===== src/rtl/writeback.sv =====
// Y86 writeback stage: latches completed instructions, commits them to an 8 x 32 register
// file through one write port, and tracks processor status and retired-instruction count.
module writeback (
    input  logic        clock,
    input  logic        reset,
    input  logic        in_valid,
    input  logic [3:0]  icode,
    input  logic [3:0]  rA,
    input  logic [3:0]  rB,
    input  logic [31:0] valE,
    input  logic [31:0] valM,
    output logic        ready,
    input  logic [3:0]  srcA,
    input  logic [3:0]  srcB,
    output logic [31:0] rdA,
    output logic [31:0] rdB,
    output logic [1:0]  status,
    output logic        halted,
    output logic [31:0] retired
);

    typedef enum logic [1:0] {
        S_IDLE,
        S_COMMIT_E,
        S_COMMIT_M,
        S_HALTED
    } state_t;

    localparam logic [3:0] REG_NONE = 4'hF;

    state_t      r_state;
    logic [31:0] r_rf [8];
    logic [3:0]  r_icode;
    logic [3:0]  r_rA;
    logic [3:0]  r_rB;
    logic [31:0] r_valE;
    logic [31:0] r_valM;
    logic [1:0]  r_status;
    logic [31:0] r_retired;

    logic [3:0]  w_dstE;
    logic [3:0]  w_dstM;
    logic        w_accept;
    logic        w_halt_acc;
    logic        w_retire_commit;
    logic        w_we;
    logic [2:0]  w_waddr;
    logic [31:0] w_wdata;
    state_t      w_acc_state;
    logic [1:0]  w_acc_status;

    always_comb begin
        w_dstE = REG_NONE;
        case (r_icode)
            4'h2, 4'h3, 4'h6:         w_dstE = r_rB;
            4'h8, 4'h9, 4'hA, 4'hB:   w_dstE = 4'h4;
            default:                  w_dstE = REG_NONE;
        endcase
        w_dstM = (r_icode == 4'h5 || r_icode == 4'hB) ? r_rA : REG_NONE;
    end

    assign ready = (r_state == S_IDLE)
                || (r_state == S_COMMIT_E && w_dstM == REG_NONE)
                || (r_state == S_COMMIT_M);

    assign w_accept        = in_valid && ready;
    assign w_halt_acc      = w_accept && (icode == 4'h0 || icode > 4'hB);
    assign w_retire_commit = (r_state == S_COMMIT_E && w_dstM == REG_NONE)
                          || (r_state == S_COMMIT_M);

    // Single write port; indices 8..E are silently dropped, F means no destination.
    always_comb begin
        w_we    = 1'b0;
        w_waddr = 3'd0;
        w_wdata = 32'd0;
        if (r_state == S_COMMIT_E && !w_dstE[3]) begin
            w_we    = 1'b1;
            w_waddr = w_dstE[2:0];
            w_wdata = r_valE;
        end else if (r_state == S_COMMIT_M && !w_dstM[3]) begin
            w_we    = 1'b1;
            w_waddr = w_dstM[2:0];
            w_wdata = r_valM;
        end
    end

    always_comb begin
        w_acc_state  = S_COMMIT_E;
        w_acc_status = 2'd0;
        if (icode == 4'h0) begin
            w_acc_state  = S_HALTED;
            w_acc_status = 2'd1;
        end else if (icode > 4'hB) begin
            w_acc_state  = S_HALTED;
            w_acc_status = 2'd2;
        end
    end

    // Read ports bypass the write committing at the coming edge.
    always_comb begin
        rdA = 32'd0;
        rdB = 32'd0;
        if (!srcA[3]) rdA = (w_we && w_waddr == srcA[2:0]) ? w_wdata : r_rf[srcA[2:0]];
        if (!srcB[3]) rdB = (w_we && w_waddr == srcB[2:0]) ? w_wdata : r_rf[srcB[2:0]];
    end

    always_ff @(posedge clock or posedge reset) begin
        if (reset) begin
            for (int i = 0; i < 8; i++) r_rf[i] <= 32'd0;
        end else if (w_we) begin
            r_rf[w_waddr] <= w_wdata;
        end
    end

    always_ff @(posedge clock) begin
        if (w_accept) begin
            r_icode <= icode;
            r_rA    <= rA;
            r_rB    <= rB;
            r_valE  <= valE;
            r_valM  <= valM;
        end
    end

    always_ff @(posedge clock or posedge reset) begin
        if (reset) begin
            r_state   <= S_IDLE;
            r_status  <= 2'd0;
            r_retired <= 32'd0;
        end else begin
            r_retired <= r_retired + 32'(w_retire_commit) + 32'(w_halt_acc);
            if (w_accept) r_status <= w_acc_status;
            case (r_state)
                S_IDLE:     r_state <= w_accept ? w_acc_state : S_IDLE;
                S_COMMIT_E: begin
                    if (w_dstM != REG_NONE) r_state <= S_COMMIT_M;
                    else                    r_state <= w_accept ? w_acc_state : S_IDLE;
                end
                S_COMMIT_M: r_state <= w_accept ? w_acc_state : S_IDLE;
                default:    r_state <= S_HALTED;
            endcase
        end
    end

    assign status  = r_status;
    assign halted  = (r_status != 2'd0);
    assign retired = r_retired;

endmodule


===== config.mk =====
export PLATFORM = sky130hd
export DESIGN_NAME = writeback
export DESIGN_NICKNAME = d
export VERILOG_FILES = /design/src/rtl/writeback.sv
export SDC_FILE = /design/constraint.sdc
export NUM_CORES = 1
export LEC_CHECK = 0
export ABC_AREA = 1
export ABC_CLOCK_PERIOD_IN_PS = 11550
export CAP_MARGIN = 15
export CORE_MARGIN = 8
export CORE_UTILIZATION = 45
export CTS_BUF_LIST = sky130_fd_sc_hd__clkbuf_2
export CTS_CLUSTER_SIZE = 28
export DETAILED_ROUTE_END_ITERATION = 10
export PLACE_DENSITY_LB_ADDON = 0.15
export RECOVER_POWER = 100
export SLEW_MARGIN = 20
export SYNTH_ARGS = -nofsm -noshare
export SYNTH_HDL_FRONTEND = slang
export SYNTH_SLANG_ARGS = --single-unit

===== constraint.sdc =====
create_clock -name clock -period 11.55 [get_ports clock]
set_clock_uncertainty 0.05 [all_clocks]
set_input_delay 2.8875 -clock clock [delete_from_list [all_inputs] [get_ports clock]]
set_output_delay 2.8875 -clock clock [all_outputs]
set_load 0.005 [all_outputs]

Word-level counts from Yosys, hierarchy flattened
Index checks and enable logic that the tools add are counted.
{"block": "word_totals", "reg_bits": 368, "input_bits": 87, "output_inout_bits": 100, "word_cells": 89}
{"block": "op_classes", "addsub": 2, "n_lt_le_gt_ge": 5, "n_eq_ne": 14, "muxes": 28, "n_bitwise": 3, "reduce_logical": 21}
{"cell": "$mux W32", "count": 11}
{"cell": "$bwmux W256", "count": 1}
{"cell": "$bmux W32 S3", "count": 2}
{"cell": "$demux W32 S3", "count": 1}
{"cell": "$add A32 B1 Y32", "count": 2}
{"cell": "$eq A4 B4 Y1 const B", "count": 5}
{"cell": "$ge A4 B4 Y1 const B", "count": 3}
{"cell": "$mux W2", "count": 6}
{"cell": "$not A3 Y4", "count": 3}
{"cell": "$eq A4 B2 Y1 const B", "count": 2}
{"cell": "$eq A4 B3 Y1 const B", "count": 2}
{"cell": "$logic_and A1 B1 Y1", "count": 8}
{"cell": "$pmux W4 S2", "count": 1}
{"cell": "$eq A3 B3 Y1", "count": 2}
{"cell": "$mux W3", "count": 2}
{"cell": "$logic_or A1 B1 Y1", "count": 5}
{"cell": "$gt A4 B4 Y1 const B", "count": 1}
{"cell": "$logic_not A4 Y1", "count": 1}
{"cell": "$lt A4 B1 Y1 const B", "count": 1}
{"cell": "$mux W4", "count": 1}
{"cell": "$ne A4 B4 Y1 const B", "count": 1}
{"cell": "$pmux W2 S2", "count": 1}
{"cell": "$reduce_or A4 Y1", "count": 1}
{"cell": "$reduce_or A3 Y1", "count": 1}
{"cell": "other kinds (7)", "count": 9}

Longest topological paths before layout
{"block": "logic_depth", "ltp_word": 13, "mapped_depth": 24}

Worst setup path before layout
Ideal clock, no wire load.
{"block": "synth_timing", "path_type": "input to output", "startpoint": "input srcB[0]", "endpoint": "output rdB[2]", "arrival_ps": 4168, "path_slack_ps": 4445, "cell_stages": 10, "n_path_buf": 3, "path_cell_list": "clkbuf_1 > inv_2 > clkbuf_1 > clkbuf_1 > nor2_1 > o211ai_1 > o21ai_0 > inv_1 > nor2_1 > nor2_1"}
{"block": "synth_between", "elab_chain_len": 6}
{"element": "from (decl)", "line_no": "14", "source": "input logic [3:0] srcB,"}
{"element": "$not A3 Y4 (implied by the code)", "line_no": "104", "source": "if (!srcB[3]) rdB = (w_we && w_waddr == srcB[2:0]) ? w_wdata : r_rf[srcB[2:0]];"}
{"element": "$bmux W32 S3", "line_no": "104"}
{"element": "$mux W32 (implied by the code) (2 in a row)", "line_no": "104"}
{"element": "$mux W32 (*) (2 in a row)", "line_no": "104"}
{"element": "to (decl)", "line_no": "16", "source": "output logic [31:0] rdB,"}
Every way passes the cells marked *; elsewhere a longest branch is shown, timed or not. The select of a mux whose other input is x is not followed.

Worst setup path after layout
Same ends and word-level chain as after synthesis.

==> flow_metrics.py <==
metrics = {
    "place": {
        "placed_area_mm2": 0.0218,
        "io_buffer_count": 186,
        "dp_hpwl_um": 37000,
        "gp_congestion": 0.849,
        "post-place-ws_ns": 2.45,
        "dp.cells": 3179,
    },
    "sta": {
        "slew_violations": 663,
        "worst_pin_slew_ns": 4.89,
        "rsz0062_at_grt": "false",
        "fin_ws_ns": 1.43,
        "relSlewSlack_pct": -228,
        "final-setup-viol-count": 0,
        "fin_crit_ns": 10.12,
        "timing.setup.tns_ns": 0,
        "timing.final.crit_share_pct": 87.7,
        "finalHoldViolations": 0,
        "fmax_mhz": 98.8,
    },
    "pwr": {
        "p_leak_nw": 9.93,
        "finalPower_mw": 2.51,
        "irDropWorstVdd_uv": 65.1,
        "power_density_mw_per_mm2": 111,
    },
    "synth": {
        "seq_area_frac_synth_pct": 48.8,
        "synth.distinct_cells": 34,
        "yosys_most_used_dff": "dfrtp_1",
        "synth_area_per_cell_um2": 7.70,
        "syn_inst": 2551,
        "yosysWarningCount": 0,
        "netlist_area_mm2": 0.0197,
        "yosysTopAreaCellShare_pct": 37.2,
        "yosys.area.top_type": "dfrtp_1",
        "yosysMostFrequentCell": "o21ai_0",
        "synth_edf_count": 76,
        "syn_nets": 2640,
        "synthArstFlopShare_pct": 79.3,
        "ys_seq_elements": 368,
        "synthTopCellsByCount": "o21ai_0, nand2_1, nor2_1, dfrtp_1, inv_1",
        "synthTopCellsByArea": "dfrtp_1, o21ai_0, edfxtp_1, nand2_1, nor2_1",
    },
    "clock_tree": {
        "clk_pin_slew_ns": 0.10,
        "cts.htree.levels": 3,
        "cts_setup_buffers": 0,
        "cts_sinks": 368,
        "cts_buffers": 101,
        "postCtsHoldBufs": 0,
        "cts_root_buf": "clkbuf_2",
        "cts_buffer_depth": 3,
        "insertion_delay_ns": 1.05,
        "cts_tree": "done",
        "cts_resized": 0,
    },
    "critical_path": {
        "path_delay_family": "simple AND/OR/NAND/NOR gates",
        "worstSetupPathType": "in2out",
        "required_ns": 8.61,
        "path_cells": "buf_2, inv_4, nand2_1, inv_2, nor2_1, nand3_1, nand2_1, nor2_1, dlygate4sd3_1",
        "cp_slowest_cell": "nor2_1",
        "end_kind": "output port",
        "critPathLaunchType": "input pin",
        "crit_arrival_ns": 7.19,
        "critical_path.max_fanout": 97,
        "crit_buf_inv": 4,
        "critPathMaxStageDelay_ns": 2.26,
    },
    "floorplan": {
        "dieArea_mm2": 0.0506,
        "fp-row-count": 76,
        "chipWidth_um": 225,
        "ios": 187,
        "start_util_pct": 45.6,
        "fp.coreArea_mm2": 0.0431,
        "die_y_um": 225,
    },
    "drt": {
        "ant_nets": 0,
        "drt-total-wl_um": 63600,
        "route.vias.total": 18566,
        "viasPerCell": 5.50,
        "drt-wirelength-per-cell_um": 18.9,
        "drtIter0Drc": 1598,
        "post-route-drc-count": 0,
        "drt-pass1-iter-count": 6,
    },
    "job": {
        "drv_cap": 15,
    },
    "status": {
        "status": "finished with violations",
        "failed_checks": "max-capacitance violations, max-slew violations",
    },
    "cells_and_area": {
        "postLayoutCellArea_mm2": 0.0226,
        "nNetsFinal": 2788,
        "fin_cells": 3373,
        "drive_gt1_share_pct": 7.61,
        "syn2layout_area_growth_pct": 15.0,
    },
    "global_route": {
        "grt_pass1_wl_um": 101000,
        "grtUsageTotal_pct": 25.0,
        "first_global_vias": 18536,
        "grt_max_degree": 108,
        "grt_overflow_total": 0,
        "antenna_found_initial": 2,
    },
    "min_path": {
        "hp-class": "reg2reg",
    },
}
## cell families (layout without fill, tap and decap cells)
family | after synthesis | after routing | synth area share, %
AOI/OAI and AO/OA | 806 | 806 | 22.2
xor gates and xnor gates | 29 | 29 | 1.29
adders and majority gates | 2 | 2 | 0.166
buffers and inverters | 376 | 611 | 7.65
DFF | 368 | 368 | 48.8
other | 0 | 2 | 0
and+or+nand+nor | 970 | 970 | 19.9
## routing by layer
metal  routed length [um]  GRT usage, %  share of wire (%)
met1                27000          32.1                 42
met2                29200          40.4                 46
met3                 5450          5.79                8.6
met4                 1980          10.6                3.1
met5                    0             0                  0
## worst paths after layout
kind / to / slack (ns) / start / cells past startpoint
min: retired[31] / 0.42 / retired[31] / 1
max in group asynchronous: r_rf[244] / 2.73 / reset / 3
min reg2reg: retired[31] / 0.42 / retired[31] / 1
max: rdB[2] / 1.43 / srcB[0] / 9
max reg2reg: r_rf[241] / 5.68 / r_icode[0] / 10
min in group asynchronous: retired[30] / 3.76 / reset / 2
## metrics by stage
step / hold slack [ns] / utilization [%]
floorplan: 0.403 / -
global placement: 0.413 / 50.5
detailed placement: 0.408 / 50.5
CTS: 0.430 / 52.6
global route: 0.436 / 52.5
finish: 0.420 / 52.5
## layout by cell type (no fill, tap or decap), types with 14 or more instances in the layout
cell	count
clkdlybuf4s50_1	22
dfrtp_1	292
clkinv_1	33
buf_4	22
xnor2_1	15
dlygate4sd3_1	160
o211ai_1	64
nand2_1	426
a21oi_1	65
xor2_1	14
o21a_1	65
clkbuf_2	152
nand3_1	90
o21ai_0	599
inv_1	191
edfxtp_1	76
nor2_1	414
## cell type report
class	count	area, um^2
antenna	2	5.00
sequential	368	9590
clock buffer	152	761
timing repair buffer	219	2070
multi-input combinational	1807	8530
inverter	202	766
fill	4271	20500
clock inverter	38	149
tap	585	732
## sequential cells by signal (all words and copies together), names as in the netlist
signal	cells
r_valM	32
status	2
retired	32
r_rA	4
r_valE	32
r_rB	4
r_state	2
r_icode	4
r_rf	256
## where the power goes
| group | switching [mW] | internal [mW] |
|---|---|---|
| Combinational | 0.167 | 0.0920 |
| Sequential | 0 | 1.32 |
| Clock | 0.572 | 0.354 |
No activity file was read; power rests on OpenSTA's default activity.
